===== src/rtl/ps2_host_tx.sv =====
// PS/2 host-to-device command transmitter.
// Runs inhibit, request-to-send, bit shift and ACK over open-drain enables.
module ps2_host_tx #(
  parameter int INHIBIT_CYCLES = 5000,
  parameter int TIMEOUT_CYCLES = 1000000
) (
  input  logic       i_clk,
  input  logic       i_rst_n,
  input  logic       i_valid,
  input  logic [7:0] i_data,
  output logic       o_ready,
  input  logic       i_ps2_clk,
  input  logic       i_ps2_dat,
  output logic       o_clk_oe,
  output logic       o_dat_oe,
  output logic       o_busy,
  output logic       o_done,
  output logic [1:0] o_err
);

  localparam int IW = $clog2(INHIBIT_CYCLES + 1);
  localparam int TW = $clog2(TIMEOUT_CYCLES + 1);
  localparam logic [IW-1:0] ILAST = IW'(INHIBIT_CYCLES - 1);
  localparam logic [IW-1:0] IPRE  = IW'(INHIBIT_CYCLES - 2);
  localparam logic [TW-1:0] TMAX  = TW'(TIMEOUT_CYCLES);

  typedef enum logic [2:0] {
    S_IDLE,
    S_INHIBIT,
    S_REQ,
    S_SHIFT,
    S_ACK,
    S_WAIT,
    S_DONE
  } state_t;

  state_t        state_q, state_d;
  logic [7:0]    data_q, data_d;
  logic          par_q, par_d;
  logic [IW-1:0] icnt_q, icnt_d;
  logic [TW-1:0] tcnt_q, tcnt_d;
  logic [3:0]    bcnt_q, bcnt_d;
  logic          clk_oe_q, clk_oe_d;
  logic          dat_oe_q, dat_oe_d;
  logic          done_q, done_d;
  logic [1:0]    err_q, err_d;

  logic [1:0] clk_sync_q, dat_sync_q;
  logic       clk_prev_q;
  logic       fe, timed, tout;

  assign fe    = clk_prev_q & ~clk_sync_q[1];
  assign tout  = (tcnt_q == TMAX);
  assign timed = (state_q == S_REQ) || (state_q == S_SHIFT) ||
                 (state_q == S_ACK) || (state_q == S_WAIT);

  always_comb begin
    state_d  = state_q;
    data_d   = data_q;
    par_d    = par_q;
    icnt_d   = icnt_q;
    tcnt_d   = tcnt_q;
    bcnt_d   = bcnt_q;
    clk_oe_d = clk_oe_q;
    dat_oe_d = dat_oe_q;
    done_d   = 1'b0;
    err_d    = err_q;
    unique case (state_q)
      S_IDLE: begin
        if (i_valid) begin
          data_d   = i_data;
          par_d    = ~^i_data;
          icnt_d   = '0;
          tcnt_d   = '0;
          bcnt_d   = '0;
          err_d    = 2'd0;
          clk_oe_d = 1'b1;
          dat_oe_d = (INHIBIT_CYCLES == 1);
          state_d  = S_INHIBIT;
        end
      end
      S_INHIBIT: begin
        icnt_d = icnt_q + IW'(1);
        // start bit must be on the wire during the last inhibit cycle
        if (icnt_q == IPRE) dat_oe_d = 1'b1;
        if (icnt_q == ILAST) begin
          clk_oe_d = 1'b0;
          dat_oe_d = 1'b1;
          state_d  = S_REQ;
        end
      end
      S_REQ: begin
        if (fe) begin
          dat_oe_d = ~data_q[0];
          bcnt_d   = 4'd1;
          state_d  = S_SHIFT;
        end
      end
      S_SHIFT: begin
        if (fe) begin
          bcnt_d = bcnt_q + 4'd1;
          if (bcnt_q < 4'd8) begin
            dat_oe_d = ~data_q[bcnt_q[2:0]];
          end else if (bcnt_q == 4'd8) begin
            dat_oe_d = ~par_q;
          end else begin
            dat_oe_d = 1'b0;
            state_d  = S_ACK;
          end
        end
      end
      S_ACK: begin
        if (fe) begin
          bcnt_d  = bcnt_q + 4'd1;
          err_d   = dat_sync_q[1] ? 2'd1 : 2'd0;
          state_d = S_WAIT;
        end
      end
      S_WAIT: begin
        if (clk_sync_q[1] && dat_sync_q[1]) begin
          done_d  = 1'b1;
          state_d = S_DONE;
        end
      end
      S_DONE: begin
        state_d = S_IDLE;
      end
      default: begin
        state_d = S_IDLE;
      end
    endcase
    if (timed) begin
      tcnt_d = fe ? '0 : tcnt_q + TW'(1);
      if (tout) begin
        clk_oe_d = 1'b0;
        dat_oe_d = 1'b0;
        err_d    = 2'd2;
        done_d   = 1'b1;
        state_d  = S_DONE;
      end
    end
  end

  always_ff @(posedge i_clk or negedge i_rst_n) begin
    if (!i_rst_n) begin
      state_q    <= S_IDLE;
      data_q     <= '0;
      par_q      <= 1'b0;
      icnt_q     <= '0;
      tcnt_q     <= '0;
      bcnt_q     <= '0;
      clk_oe_q   <= 1'b0;
      dat_oe_q   <= 1'b0;
      done_q     <= 1'b0;
      err_q      <= 2'd0;
      clk_sync_q <= 2'b11;
      dat_sync_q <= 2'b11;
      clk_prev_q <= 1'b1;
    end else begin
      state_q    <= state_d;
      data_q     <= data_d;
      par_q      <= par_d;
      icnt_q     <= icnt_d;
      tcnt_q     <= tcnt_d;
      bcnt_q     <= bcnt_d;
      clk_oe_q   <= clk_oe_d;
      dat_oe_q   <= dat_oe_d;
      done_q     <= done_d;
      err_q      <= err_d;
      clk_sync_q <= {clk_sync_q[0], i_ps2_clk};
      dat_sync_q <= {dat_sync_q[0], i_ps2_dat};
      clk_prev_q <= clk_sync_q[1];
    end
  end

  assign o_ready  = (state_q == S_IDLE);
  assign o_busy   = (state_q != S_IDLE);
  assign o_clk_oe = clk_oe_q;
  assign o_dat_oe = dat_oe_q;
  assign o_done   = done_q;
  assign o_err    = err_q;

endmodule

===== config.mk =====
export PLATFORM = sky130hd
export DESIGN_NAME = ps2_host_tx
export DESIGN_NICKNAME = d
export VERILOG_FILES = /design/src/rtl/ps2_host_tx.sv
export SDC_FILE = /design/constraint.sdc
export NUM_CORES = 1
export LEC_CHECK = 0
export CORE_MARGIN = 4
export CORE_UTILIZATION = 53
export CTS_CLUSTER_SIZE = 24
export DETAILED_ROUTE_END_ITERATION = 6
export PLACE_DENSITY = 0.75
export SLEW_MARGIN = 20
export SYNTH_ARGS = -nofsm -noshare
export SYNTH_HDL_FRONTEND = slang
export SYNTH_SLANG_ARGS = --single-unit

===== constraint.sdc =====
create_clock -name i_clk -period 1.8 [get_ports i_clk]
set_clock_uncertainty 0.1 [all_clocks]
set_input_delay 0.54 -clock i_clk [delete_from_list [all_inputs] [get_ports i_clk]]
set_output_delay 0.54 -clock i_clk [all_outputs]
set_load 0.02 [all_outputs]

# Yosys cells after proc, flatten, opt, wreduce, memory -nomap -nowiden
# Index checks and enable logic that the tools add are counted.
# word_totals
latchBits	0
regBits	59
mem_count	0
wordCells	99
in_bits	13
mem_bits_ro	0
output_inout_bits	7
ram_bits	0
# classes
div	0
bitwise	5
n_mux	48
order_cmp	2
multipliers	0
eq_ne	12
add_sub_neg	3
reduce_logical	16
n_shift	0
# op_table
operator	count
$mux W20	4
$mux W3	10
$eq A13 B13 Y1 const B	2
$pmux W13 S2	1
$add A20 B1 Y20 const B	1
$eq A20 B20 Y1 const B	1
$mux W1	19
$pmux W3 S6	1
$add A13 B1 Y13 const B	1
$mux W13	1
$mux W4	3
$pmux W4 S3	1
$mux W2	4
$reduce_xnor A8 Y1	1
$eq A3 B2 Y1 const B	2
$eq A3 B3 Y1 const B	2
$reduce_and A2 Y1	3
$reduce_bool A2 Y1	3
$reduce_bool A3 Y1	2
$add A4 B1 Y4 const B	1
$eq A4 B4 Y1 const B	1
$lt A3 B4 Y1 const B	1
$lt A4 B4 Y1 const B	1
$ne A2 B2 Y1 const B	2
13 further kinds	18

# Logic depth before layout (Yosys ltp)
# Gate-level depths: netlist of run 1.
# logic_depth
word_depth	8
depth_mapped	8
mapped_depth_nobuf	7

# Worst setup path before layout of run 1
# OpenSTA, ideal clock, no wires.
# synth_timing
path_kind	register -> output
startpoint	reg state_q[2]
endpoint	out o_ready
n_path_buf	2
setup_slack_ns	-0.179
arrival_time_ns	1.339
path_stages_with_launch	5
required_time_ns	1.160
cell_sequence	dfrtp_1 > clkbuf_1 > clkbuf_1 > or3_1 > inv_1
# synth_via
elab_chain_cells	1
# synth_rtl
item	line	text
start: declaration	37	state_t state_q, state_d;
start signal: assignment	160	state_q <= state_d;
$logic_not A3 Y1	176	assign o_ready = (state_q == S_IDLE);
end: declaration	11	output logic o_ready,
# Every way passes these cells.

# Worst setup path after layout of run 1
# layout_timing
startpoint	reg icnt_q[10]
endpoint	reg dat_oe_q, in the netlist o_dat_oe
# layout_via
elab_chain_cells	6
word_cells_on_any_way	7
classes_between	2 x eq/ne; 5 x mux
# layout_rtl
item	line	text
start: declaration	40	logic [IW-1:0] icnt_q, icnt_d;
start signal: assignment	163	icnt_q <= icnt_d;
$eq A13 B13 Y1	85	if (icnt_q == IPRE) dat_oe_d = 1'b1;
$mux W1	85	
$mux W1 *	86	if (icnt_q == ILAST) begin
$pmux W1 S4 *	68	unique case (state_q)
$mux W1	134	if (tout) begin
$mux W1 *	132	if (timed) begin
net dat_oe_d	44	logic dat_oe_q, dat_oe_d;
end signal: assignment	167	dat_oe_q <= dat_oe_d;
end: declaration	44	
# The timed path passes the listed nets; every way through them passes the cells marked *.
# A chain may end at the register's enable or synchronous reset.

==> implementation parameters, run 1 <==
Parameter                              Value

STA
  Fmax    0.489 GHz
  Final number of hold-violating endpoints    0
  Post-Route Hold Slack    0.258 ns
  Count of final setup violators    34
  Final min period    2.04 ns
  Number of slew-limit violations in the final report    0
  Worst Max-Slew Pin Slew    0.459 ns
  Max-Slew Margin vs Limit    0.685
  Final critical-path setup slack    -0.243 ns
  Share of the cycle needed by the critical path after routing    1.14
  Unrepaired setup endpoints after global routing    true

Critical path
  Nature of the critical path startpoint    flop
  Category of cells accounting for the largest share of critical-path delay    simple AND/OR/NAND/NOR gates
  Bufs and invs on worst path    0
  Stage delay of the slowest cell on the critical path    0.56 ns
  Worst reg-to-reg path cell count    4
  Arr. time, crit path    2.21 ns
  Kind of end point of the critical path    flop
  Depth of the critical timing path with buffers and inverters included    4
  Beginning of the critical path    icnt_q[10]
  Worst endpoint required time    1.96 ns
  Worst flop-to-flop path startpoint    icnt_q[10]
  RR Endpoint    o_dat_oe
  Crit path max fanout    2
  Capturing element of the worst setup path    o_dat_oe
  Max stage delay cell, worst path    sky130_fd_sc_hd__or4b_1
  Worst path cell trace    or4b_1 -> or3_4 -> o311a_1 -> a211oi_2
  R2R Setup Slk    -0.24 ns
  Worst Setup Path Type    flop to flop

Global routing
  Number of antenna violations at the first check in global routing    0
  Number of global-route vias before repair    3,175
  Maximum number of pins on one net before global-route repair    25
  Tot GR Track Use    0.270
  Final global-route overflow total    0
  Wire length of the first global-routing pass    15,600 um

CTS
  CTS Sinks    59
  Number of levels the H-tree was split into    3
  Later-pin clock latency in the skew report    0.36 ns
  Number of buffers created by CTS    9
  Register clock-pin slew on the reported worst setup and hold paths    0.06 ns
  Clk root buf    sky130_fd_sc_hd__clkbuf_8
  Largest buffer count on any clock path    2
  Clock tree from TritonCTS    yes

Floorplan
  Starting utilization of the core area    0.561
  Width of the die    85.5 um
  Die footprint    7310 um^2
  Vertical die dimension    85.5 um
  Core Box Area    5680 um^2
  # IOs    20
  Std cell rows    27

Outcome
  Failing checks    negative setup slack
  Outcome    finished, violations left

Pwr
  Psw    0.648 mW
  Total power    2.74 mW
  Power Density    590 nW/um^2
  Peak VDD IR    0.594 mV
  Clock power frac    0.450
  Static leakage    2.02 nW
  Share of power burned in registers    0.494
  Switching Fraction    0.236
  Logic pwr share    0.057
  Internal power summed over all cells    2.10 mW

Detailed routing
  Starting DRC count in detailed routing    418
  Avg Vias per Cell    6.31
  Routed len/inst    19.6 um
  Remaining DRCs    0
  Number of vias in the routed layout    3,334
  Total detailed-routing wirelength    10,300 um
  Number of nets with antenna violations after routing    0
  Drt pass-1 iters    6

Synth
  Unique masters post-synth    50
  Mean Syn Cell Area    8.85 um^2
  Yosys warns    0
  Number of synthesized register bits    59
  Combined area of all synthesized cells    3190 um^2
  Top area cells in the synthesized netlist    sky130_fd_sc_hd__dfrtp_1 42%, sky130_fd_sc_hd__o21ai_0 7.4%, sky130_fd_sc_hd__nand2_1 6.7%, sky130_fd_sc_hd__dfstp_2 4.1%, sky130_fd_sc_hd__nand3_1 3.3%
  Synth top area share    0.424
  Number of flops mapped to enable cells by yosys    0
  Number of instances in the synthesized netlist    360
  Fraction of registers with async set or reset after synthesis    1.00
  Post-synth net total    379
  Proportion of synthesized chip area in sequential cells    0.465
  Library cell with the largest summed area after synthesis    sky130_fd_sc_hd__dfrtp_1
  Post-synth top flop    sky130_fd_sc_hd__dfrtp_1

Placement
  DPL Wire Length    5490 um
  Routability-driven placement congestion ratio    0.864
  Placed cells    488
  Buffers added on ports    19
  Post-place setup slack    -0.464 ns

Job
  MaxCap Viol Count    0

Layout
  Final cell count without fillers    528
  Post-layout util    0.820
  Area growth syn-to-layout    46.1%
  Final layout net count    470
  Fraction of layout cells with a size suffix above 1    0.357
  Number of diodes    0

Min path
  Hold Path Class    flop to flop
[what timing repair did]
item,4_1_cts,5_1_grt
setup buffers,19,4
endpoints found under the setup margin,35,42
resized for setup,89,50
hold endpoints to repair,11,0
pin swaps,20,13
cloned,3,0
hold buffers,1,0
[metrics by stage]
step,TNS [ns],area (um^2)
detailed placement,-15.42,3860
global placement,-13.44,3860
finish,-3.22,4650
CTS,-1.64,4450
global route,-4.78,4650
floorplan,-0.252,3190
[layer usage]
layer	vias up	part of all wire	track usage
li1	1484	-	-
met1	1612	0.39	0.357
met2	193	0.48	0.424
met3	45	0.080	0.0519
met4	0	0.044	0.137
met5	-	0	0
[area by class of cell]
class	count	area, um^2
Clock buffer	11	141
Clock inverter	5	52.6
Fill cell	324	1020
Inverter	11	41.3
Multi-Input combinational cell	273	1900
Sequential cell	59	1490
Tap cell	72	90.1
Timing Repair Buffer	97	937
[synthesized netlist by cell type (5+ instances only)]
cell type,number
sky130_fd_sc_hd__nand2b_1,6
sky130_fd_sc_hd__nand3_1,21
sky130_fd_sc_hd__nor2b_1,6
sky130_fd_sc_hd__nand4_1,12
sky130_fd_sc_hd__xnor2_1,7
sky130_fd_sc_hd__nor2_1,21
sky130_fd_sc_hd__a21oi_1,17
sky130_fd_sc_hd__nand2_1,57
sky130_fd_sc_hd__o31ai_1,5
sky130_fd_sc_hd__o21ai_0,47
sky130_fd_sc_hd__or3_1,5
sky130_fd_sc_hd__and3_1,7
sky130_fd_sc_hd__mux2i_1,6
sky130_fd_sc_hd__inv_1,10
sky130_fd_sc_hd__ha_1,6
sky130_fd_sc_hd__dfstp_2,5
sky130_fd_sc_hd__clkbuf_1,17
sky130_fd_sc_hd__a31oi_1,6
sky130_fd_sc_hd__dfrtp_1,54
[how the worst min path moves through the flow]
stage	start	slack (ns)	to	cells after the start
2_1_floorplan	i_rst_n	0.14	bcnt_q[0]	0
3_3_place_gp	clk_sync_q[0]	0.25	clk_sync_q[1]	0
3_5_place_dp	clk_sync_q[0]	0.25	clk_sync_q[1]	0
4_1_cts	clk_sync_q[0]	0.26	clk_sync_q[1]	0
5_1_grt	dat_sync_q[0]	0.26	dat_sync_q[1]	0
6_report	dat_sync_q[0]	0.26	dat_sync_q[1]	0
[sequential cells by signal (all words and copies together), names as in the netlist]
register	cells
tcnt_q	20
icnt_q	13
data_q	8
bcnt_q	4
state_q	3
clk_sync_q	2
dat_sync_q	2
o_err	2
clk_prev_q	1
o_clk_oe	1
o_dat_oe	1
o_done	1
par_q	1
[cell families (layout without fill, tap and decap cells)]
kind of cell | count (synthesis) | count (layout) | share of synthesized area
fa+ha+maj | 6 | 6 | 0.0236
buf+inv | 28 | 124 | 0.0330
compound gates | 95 | 95 | 0.176
xor+xnor | 10 | 10 | 0.0275
mux | 7 | 7 | 0.0259
flops | 59 | 59 | 0.465
simple gates | 155 | 155 | 0.249
[power by group through the flow]
stage               clock [mW]  sequential (mW)  combinational, mW
finish                    1.23             1.35              0.155
global route              1.28             1.36              0.171
CTS                       1.23             1.35              0.149
detailed placement           0             1.38              0.140
global placement             0             1.38              0.138
floorplan                    0             1.38             0.0490
[cell usage in the layout, fill, tap and decap left out, types with 4 or more instances in the layout]
cell and instances:
sky130_fd_sc_hd__ha_1 5, sky130_fd_sc_hd__nand3_1 21, sky130_fd_sc_hd__nor2b_4 4, sky130_fd_sc_hd__o31ai_1 4, sky130_fd_sc_hd__a21o_1 4, sky130_fd_sc_hd__nand2_1 53, sky130_fd_sc_hd__dlygate4sd2_1 5, sky130_fd_sc_hd__clkdlybuf4s50_1 11
sky130_fd_sc_hd__a21oi_1 12, sky130_fd_sc_hd__dfrtp_1 51, sky130_fd_sc_hd__dfstp_2 5, sky130_fd_sc_hd__and3_1 6, sky130_fd_sc_hd__o21ai_0 12, sky130_fd_sc_hd__clkbuf_8 10, sky130_fd_sc_hd__buf_4 58, sky130_fd_sc_hd__o21ai_1 17
sky130_fd_sc_hd__o21ai_2 17, sky130_fd_sc_hd__a21oi_2 4, sky130_fd_sc_hd__a31oi_1 6, sky130_fd_sc_hd__mux2i_1 6, sky130_fd_sc_hd__nand4_1 12, sky130_fd_sc_hd__buf_6 12, sky130_fd_sc_hd__nor2_1 19, sky130_fd_sc_hd__nand2b_1 4
sky130_fd_sc_hd__xnor2_1 7, sky130_fd_sc_hd__inv_1 8, sky130_fd_sc_hd__buf_12 5
No activity file was read; power rests on OpenSTA's default activity.
==> run 2: changes to the inputs <==
- CORE_MARGIN: 4 -> 3
==> run 2 against run 1 <==
  * The flow still finishes with violations (negative setup slack)
  * Count of clock-buffer cells in the layout increased by 5
  * Core utilization decreased by 3.2 points
  * Sequential power about the same
  * Register-to-register slack improved by 0.04 ns
  * Clock power decreased by 14%
  * Worst setup slack improved by 0.042 ns
  * First-iteration DRC count decreased by 30%
  * Flip-flop and latch count unchanged
  * Total power decreased by 6.5%
  * Critical path type unchanged
  * Largest power group unchanged
  * Highest routed layer unchanged
==> implementation parameters, run 2 (synthesized netlist as in run 1, its figures left out) <==
Parameter                              Value

Layout
  Post-layout util    0.788 (was 0.820)
  Number of diodes    0 (unchanged)
  Registers with the highest flip-flop counts    tcnt_q x20, icnt_q x13, data_q x8 (unchanged)
  Final layout net count    476 (was 470)
  Fraction of layout cells with a size suffix above 1    0.303 (was 0.357)
  Area growth syn-to-layout    40.4% (was 46.1%)
  Multi-input combinational cell area    1760 um^2 (was 1900 um^2)
  Commonest non-fill, non-tap cell in the layout    sky130_fd_sc_hd__buf_4 (unchanged)
  Commonest non-fill, non-tap cells in the layout    65 x sky130_fd_sc_hd__buf_4, 56 x sky130_fd_sc_hd__nand2_1, 50 x sky130_fd_sc_hd__dfrtp_1 (was 58 x sky130_fd_sc_hd__buf_4, 53 x sky130_fd_sc_hd__nand2_1, 51 x sky130_fd_sc_hd__dfrtp_1)
  Largest register FFs    20 (unchanged)
  FILL cells    359 (was 324)
  Most flops, register    tcnt_q (unchanged)
  Area taken by flip-flops and latches    1490 um^2 (about the same)
  Post-route design area    4470 um^2 (was 4650 um^2)

Detailed routing
  Avg Vias per Cell    6.11 (was 6.31)
  Total detailed-routing wirelength    9620 um (was 10,300 um)
  Drt pass-1 iters    5 (was 6)
  Number of vias in the routed layout    3,264 (was 3,334)
  Routed len/inst    18.0 um (was 19.6 um)
  Starting DRC count in detailed routing    293 (was 418)
  Number of nets with antenna violations after routing    0 (unchanged)
  Remaining DRCs    0 (unchanged)

STA
  Count of final setup violators    9 (was 34)
  Unrepaired setup endpoints after global routing    true (unchanged)
  Number of slew-limit violations in the final report    0 (unchanged)
  Share of the cycle needed by the critical path after routing    1.11 (was 1.14)
  Final critical-path setup slack    -0.201 ns (was -0.243 ns)
  Max-Slew Margin vs Limit    0.717 (was 0.685)
  Post-Route Hold Slack    0.0323 ns (was 0.258 ns)
  Worst Max-Slew Pin Slew    0.413 ns (was 0.459 ns)
  Fmax    0.500 GHz (was 0.489 GHz)
  Final number of hold-violating endpoints    0 (unchanged)
  Final min period    2.00 ns (was 2.04 ns)
  Setup total negative slack    -1.07 ns (was -3.22 ns)

Global routing
  Number of antenna violations at the first check in global routing    0 (unchanged)
  Number of global-route vias before repair    2,957 (was 3,175)
  Final global-route overflow total    0 (unchanged)
  Maximum number of pins on one net before global-route repair    25 (unchanged)
  Wire length of the first global-routing pass    13,500 um (was 15,600 um)
  Tot GR Track Use    0.237 (was 0.270)

Critical path
  Stage delay of the slowest cell on the critical path    0.54 ns (was 0.56 ns)
  Worst path cell trace    or4b_1 -> or3_4 -> o311a_1 -> a211oi_2 (unchanged)
  Worst flop-to-flop path startpoint    icnt_q[5] (was icnt_q[10])
  R2R Setup Slk    -0.20 ns (was -0.24 ns)
  Crit path max fanout    3 (was 2)
  Beginning of the critical path    icnt_q[5] (was icnt_q[10])
  Max stage delay cell, worst path    sky130_fd_sc_hd__or4b_1 (unchanged)
  Worst Setup Path Type    flop to flop (unchanged)
  Kind of end point of the critical path    flop (unchanged)
  Nature of the critical path startpoint    flop (unchanged)
  Worst endpoint required time    1.97 ns (was 1.96 ns)
  Worst reg-to-reg path cell count    4 (unchanged)
  RR Endpoint    o_dat_oe (unchanged)
  Capturing element of the worst setup path    o_dat_oe (unchanged)
  Arr. time, crit path    2.17 ns (was 2.21 ns)

CTS
  Clock tree from TritonCTS    yes (unchanged)
  Number of levels the H-tree was split into    3 (unchanged)
  CTS Sinks    59 (unchanged)
  Clk root buf    sky130_fd_sc_hd__clkbuf_8 (unchanged)
  Register clock-pin slew on the reported worst setup and hold paths    0.07 ns (was 0.06 ns)
  Number of buffers created by CTS    9 (unchanged)
  Later-pin clock latency in the skew report    0.35 ns (was 0.36 ns)
  Largest buffer count on any clock path    2 (unchanged)

Placement
  Area after detailed placement    3850 um^2 (was 3860 um^2)
  Buffers added on ports    19 (unchanged)
  DPL Wire Length    5470 um (was 5490 um)
  Routability-driven placement congestion ratio    0.792 (was 0.864)

Floorplan
  Die footprint    6980 um^2 (was 7310 um^2)
  Starting utilization of the core area    0.561 (unchanged)
  Vertical die dimension    83.5 um (was 85.5 um)
  # IOs    20 (unchanged)
  Width of the die    83.5 um (was 85.5 um)
  Core Box Area    5680 um^2 (unchanged)
  Std cell rows    27 (unchanged)

Pwr
  Total power    2.57 mW (was 2.74 mW)
  Power Density    574 nW/um^2 (was 590 nW/um^2)
  Peak VDD IR    0.492 mV (was 0.594 mV)
  Static leakage    1.96 nW (was 2.02 nW)

Outcome
  Failing checks    negative setup slack (unchanged)
  Outcome    finished, violations left (unchanged)

Min path
  Hold Path Class    input pin to async pin (was flop to flop)

Job
  MaxCap Viol Count    0 (unchanged)
## run 2: per-stage QoR
stage	std cells	worst slack (ns)
CTS	507	-0.206
global placement	486	-0.421
floorplan	360	-0.110
finish	534	-0.201
detailed placement	486	-0.504
global route	534	-0.258
## run 2: how the worst min path moves through the flow
stage | start | to | slack [ns] | cells past startpoint
after floorplan | i_rst_n | bcnt_q[0] | 0.14 | 0
after global placement | dat_sync_q[0] | dat_sync_q[1] | 0.25 | 0
after detailed placement | dat_sync_q[0] | dat_sync_q[1] | 0.25 | 0
after CTS | i_rst_n | bcnt_q[0] | 0.04 | 1
after global routing | i_rst_n | bcnt_q[0] | 0.06 | 1
final | i_rst_n | bcnt_q[0] | 0.03 | 1
## run 2: layout make-up
| cell class | instances | area share |
|---|---|---|
| Inverter | 11 | 0.00923 |
| Multi-Input combinational cell | 273 | 0.394 |
| Clock buffer | 16 | 0.0358 |
| Sequential cell | 59 | 0.333 |
| Timing Repair Buffer | 103 | 0.208 |
| Tap cell | 72 | 0.0201 |
## run 2: per-layer routing
layer	part of all wire	track usage
met5	0	0
met4	0.039	0.101
met3	0.060	0.0553
met2	0.49	0.380
met1	0.41	0.310
## run 2: repair_timing
item | in CTS | in global routing
pin swaps | 3 | 18
hold buffers | 0 | 0
buffers inserted | 5 | 24
setup endpoints to repair | 32 | 35
gates cloned | 0 | 5
gates resized for setup | 31 | 48
## run 2: worst max-delay path: cells and delay by family (launching register included)
family	cells	cell delay, ns
AND/OR/NAND/NOR	2	0.90
flip-flops	1	0.38
AO/OA/AOI/OAI	2	0.55
## run 2: report_power, final
| part | leakage [nW] | switching [mW] | internal, mW |
|---|---|---|---|
| clock | 0.0790 | 0.516 | 0.542 |
| combinational | 1.24 | 0.0759 | 0.0746 |
| sequential | 0.644 | 0.0104 | 1.35 |
==> run 3: changes to the inputs <==
- ABC_AREA: unset -> 1
- CAP_MARGIN: unset -> 30
- CORE_UTILIZATION: 53 -> 54
- PLACE_DENSITY: 0.75 -> 0.76
==> run 3 against run 2 <==
  * The run now ends clean
  * Highest routed layer unchanged
  * Sequential power barely moved
  * Maximum frequency rose by 14%
  * Die area rose by 2.5%
  * First-iteration DRC count fell by 44%
  * Non-clock buffer count fell by 56
  * Critical path depth did not move
==> implementation parameters, run 3 <==
Parameter                              Value

Outcome
  Outcome    complete, no violations (was finished, violations left)

STA
  Max-Slew Margin vs Limit    0.668 (was 0.717)
  Worst Max-Slew Pin Slew    0.493 ns (was 0.413 ns)
  Share of the cycle needed by the critical path after routing    0.972 (was 1.11)
  Final min period    1.75 ns (was 2.00 ns)
  Count of final setup violators    0 (was 9)
  Final number of hold-violating endpoints    0 (unchanged)
  Number of slew-limit violations in the final report    0 (unchanged)
  Fmax    0.572 GHz (was 0.500 GHz)
  Unrepaired setup endpoints after global routing    true (unchanged)

Detailed routing
  Routed len/inst    13.0 um (was 18.0 um)
  Starting DRC count in detailed routing    163 (was 293)
  Remaining DRCs    0 (unchanged)
  Total detailed-routing wirelength    7400 um (was 9620 um)
  Drt pass-1 iters    4 (was 5)
  Number of nets with antenna violations after routing    0 (unchanged)
  Avg Vias per Cell    5.32 (was 6.11)
  Number of vias in the routed layout    3,031 (was 3,264)

CTS
  CTS Sinks    59 (unchanged)
  Register clock-pin slew on the reported worst setup and hold paths    0.07 ns (about the same)
  CTS Hold Bufs    0 (unchanged)
  Clock tree from TritonCTS    yes (unchanged)
  Number of levels the H-tree was split into    3 (unchanged)
  Largest buffer count on any clock path    2 (unchanged)
  Clk root buf    sky130_fd_sc_hd__clkbuf_8 (unchanged)
  Later-pin clock latency in the skew report    0.35 ns (about the same)
  Number of buffers created by CTS    9 (unchanged)

Pwr
  Static leakage    2.08 nW (was 1.96 nW)
  Total power    2.92 mW (was 2.57 mW)
  Power Density    719 nW/um^2 (was 574 nW/um^2)
  Peak VDD IR    0.892 mV (was 0.492 mV)

Placement
  DPL Wire Length    5270 um (was 5470 um)
  Routability-driven placement congestion ratio    1.01 (was 0.792)
  Buffers added on ports    19 (unchanged)
  Area after detailed placement    3740 um^2 (was 3850 um^2)

Synth
  Combined area of all synthesized cells    3330 um^2 (was 3190 um^2)
  Number of synthesized register bits    59 (unchanged)
  Library cell with the largest summed area after synthesis    sky130_fd_sc_hd__dfrtp_1 (unchanged)
  Proportion of synthesized chip area in sequential cells    0.445 (was 0.465)
  Top area cells in the synthesized netlist    sky130_fd_sc_hd__dfrtp_1 41%, sky130_fd_sc_hd__nand2_1 12%, sky130_fd_sc_hd__inv_1 7.1%, sky130_fd_sc_hd__o21ai_0 6.0%, sky130_fd_sc_hd__nand3_1 5.6% (was sky130_fd_sc_hd__dfrtp_1 42%, sky130_fd_sc_hd__o21ai_0 7.4%, sky130_fd_sc_hd__nand2_1 6.7%, sky130_fd_sc_hd__dfstp_2 4.1%, sky130_fd_sc_hd__nand3_1 3.3%)
  Most frequent cells after synthesis    107 x sky130_fd_sc_hd__nand2_1, 63 x sky130_fd_sc_hd__inv_1, 54 x sky130_fd_sc_hd__dfrtp_1 (was 57 x sky130_fd_sc_hd__nand2_1, 54 x sky130_fd_sc_hd__dfrtp_1, 47 x sky130_fd_sc_hd__o21ai_0)
  Post-synth top flop    sky130_fd_sc_hd__dfrtp_1 (unchanged)
  Unique masters post-synth    37 (was 50)
  Most instantiated library cell after synthesis    sky130_fd_sc_hd__nand2_1 (unchanged)
  Post-synth net total    460 (was 379)
  Mean Syn Cell Area    7.56 um^2 (was 8.85 um^2)
  Synth top area share    0.406 (was 0.424)
  Yosys warns    0 (unchanged)
  Fraction of registers with async set or reset after synthesis    1.00 (unchanged)
  Number of instances in the synthesized netlist    441 (was 360)
  Number of flops mapped to enable cells by yosys    0 (unchanged)

Layout
  Commonest non-fill, non-tap cell in the layout    sky130_fd_sc_hd__nand2_1 (was sky130_fd_sc_hd__buf_4)
  Area growth syn-to-layout    21.7% (was 40.4%)
  Number of diodes    0 (unchanged)
  Largest register FFs    20 (unchanged)
  Most flops, register    tcnt_q (unchanged)
  Registers with the highest flip-flop counts    tcnt_q x20, icnt_q x13, data_q x8 (unchanged)
  Commonest non-fill, non-tap cells in the layout    107 x sky130_fd_sc_hd__nand2_1, 60 x sky130_fd_sc_hd__inv_1, 53 x sky130_fd_sc_hd__dfrtp_1 (was 65 x sky130_fd_sc_hd__buf_4, 56 x sky130_fd_sc_hd__nand2_1, 50 x sky130_fd_sc_hd__dfrtp_1)
  Final layout net count    512 (was 476)
  Fraction of layout cells with a size suffix above 1    0.177 (was 0.303)
  Post-route design area    4060 um^2 (was 4470 um^2)
  Post-layout util    0.706 (was 0.788)

Job
  MaxCap Viol Count    0 (unchanged)

Critical path
  Nature of the critical path startpoint    flop (unchanged)
  RR Endpoint    tcnt_q[18] (was o_dat_oe)
  Worst flop-to-flop path startpoint    tcnt_q[0] (was icnt_q[5])
  Arr. time, crit path    1.11 ns (was 2.17 ns)
  R2R Setup Slk    0.13 ns (was -0.20 ns)
  Crit path max fanout    3 (unchanged)
  Worst Setup Path Type    flop to output port (was flop to flop)
  Kind of end point of the critical path    output port (was flop)
  Worst endpoint required time    1.16 ns (was 1.97 ns)
  Worst reg-to-reg path cell count    9 (was 4)

Floorplan
  Core Box Area    5740 um^2 (was 5680 um^2)
  Std cell rows    27 (unchanged)
  Vertical die dimension    84.6 um (was 83.5 um)
  # IOs    20 (unchanged)
  Starting utilization of the core area    0.580 (was 0.561)
  Die footprint    7150 um^2 (was 6980 um^2)
  Width of the die    84.6 um (was 83.5 um)

Global routing
  Number of antenna violations at the first check in global routing    0 (unchanged)
  Final global-route overflow total    0 (unchanged)
  Maximum number of pins on one net before global-route repair    35 (was 25)
  Number of global-route vias before repair    2,859 (was 2,957)
  Wire length of the first global-routing pass    12,900 um (was 13,500 um)
  Tot GR Track Use    0.225 (was 0.237)

Min path
  Hold Path Class    input pin to async pin (unchanged)
==> run 3: cell count changes in the layout (fill, tap and decap cells not counted), sizes merged, moves of 7 or more <==
cell,previous run,this run
inv,11,70
nand2,57,113
buf,83,31
nor2,21,39
nand3,21,38
clkbuf,20,11
and3,7,0
==> run 3: cell type report <==
type	instances	area [um^2]
clock buffer	11	141
clock inverter	5	100
fill	458	1690
inverter	72	278
multi-input combinational	304	1560
sequential	59	1480
tap	72	90.1
timing repair buffer	47	399
==> run 3: worst max-delay path by stage <==
stage,start,endpoint,slack (ns),cells after the start
6_report,state_q[0],o_ready,0.05,4
5_1_grt,state_q[0],o_ready,-0.02,4
4_1_cts,o_dat_oe,o_dat_oe,0.01,1
3_5_place_dp,i_valid,bcnt_q[2],-0.13,7
3_3_place_gp,i_valid,bcnt_q[2],-0.10,7
2_1_floorplan,state_q[1],tcnt_q[19],0.20,10
==> run 3: metrics by stage <==
step                cells  setup TNS (ns)  hold slack [ns]  worst slack, ns
CTS                   564               0           0.0848           0.0130
finish                570               0           0.0859           0.0502
global placement      548          -0.380            0.246           -0.101
global route          570         -0.0238           0.0916          -0.0225
floorplan             441               0            0.144            0.204
detailed placement    548          -0.812            0.249           -0.129
==> run 3: what timing repair did <==
action | CTS | global route
resized for setup | 15 | 13
pin swaps | 0 | 2
endpoints found under the setup margin | 7 | 15
buffers inserted | 0 | 6
==> run 3: critical path, cell delays in order (launching register included) <==
cell and delay (ns):
sky130_fd_sc_hd__dfrtp_1 0.39, sky130_fd_sc_hd__nor2_2 0.13, sky130_fd_sc_hd__nand2_2 0.07, sky130_fd_sc_hd__inv_2 0.06, sky130_fd_sc_hd__buf_6 0.11
==> run 3: where the power goes <==
group / total [mW] / switching [mW] / leakage [nW] / internal (mW)
clock network: 1.48 / 0.525 / 0.123 / 0.953
registers: 1.34 / 0.00257 / 0.609 / 1.34
logic: 0.0998 / 0.0529 / 1.35 / 0.0469
total: 2.92 / 0.580 / 2.08 / 2.34
==> run 3: metal layers <==
layer / vias up / global-route usage / part of all wire
met1: 1424 / 0.281 / 0.45
li1: 1521 / - / -
met3: 14 / 0.0687 / 0.046
met2: 72 / 0.372 / 0.49
met4: 0 / 0.0719 / 0.014
met5: - / 0 / 0
==> run 3: cells by family (layout without fill, tap and decap cells) <==
group | after synthesis | after routing | synth area share
flops | 59 | 59 | 0.445
fa+ha+maj | 6 | 6 | 0.0225
compound gates | 77 | 77 | 0.125
buf+inv | 78 | 135 | 0.0958
simple gates | 208 | 208 | 0.278
xor+xnor | 13 | 13 | 0.0342
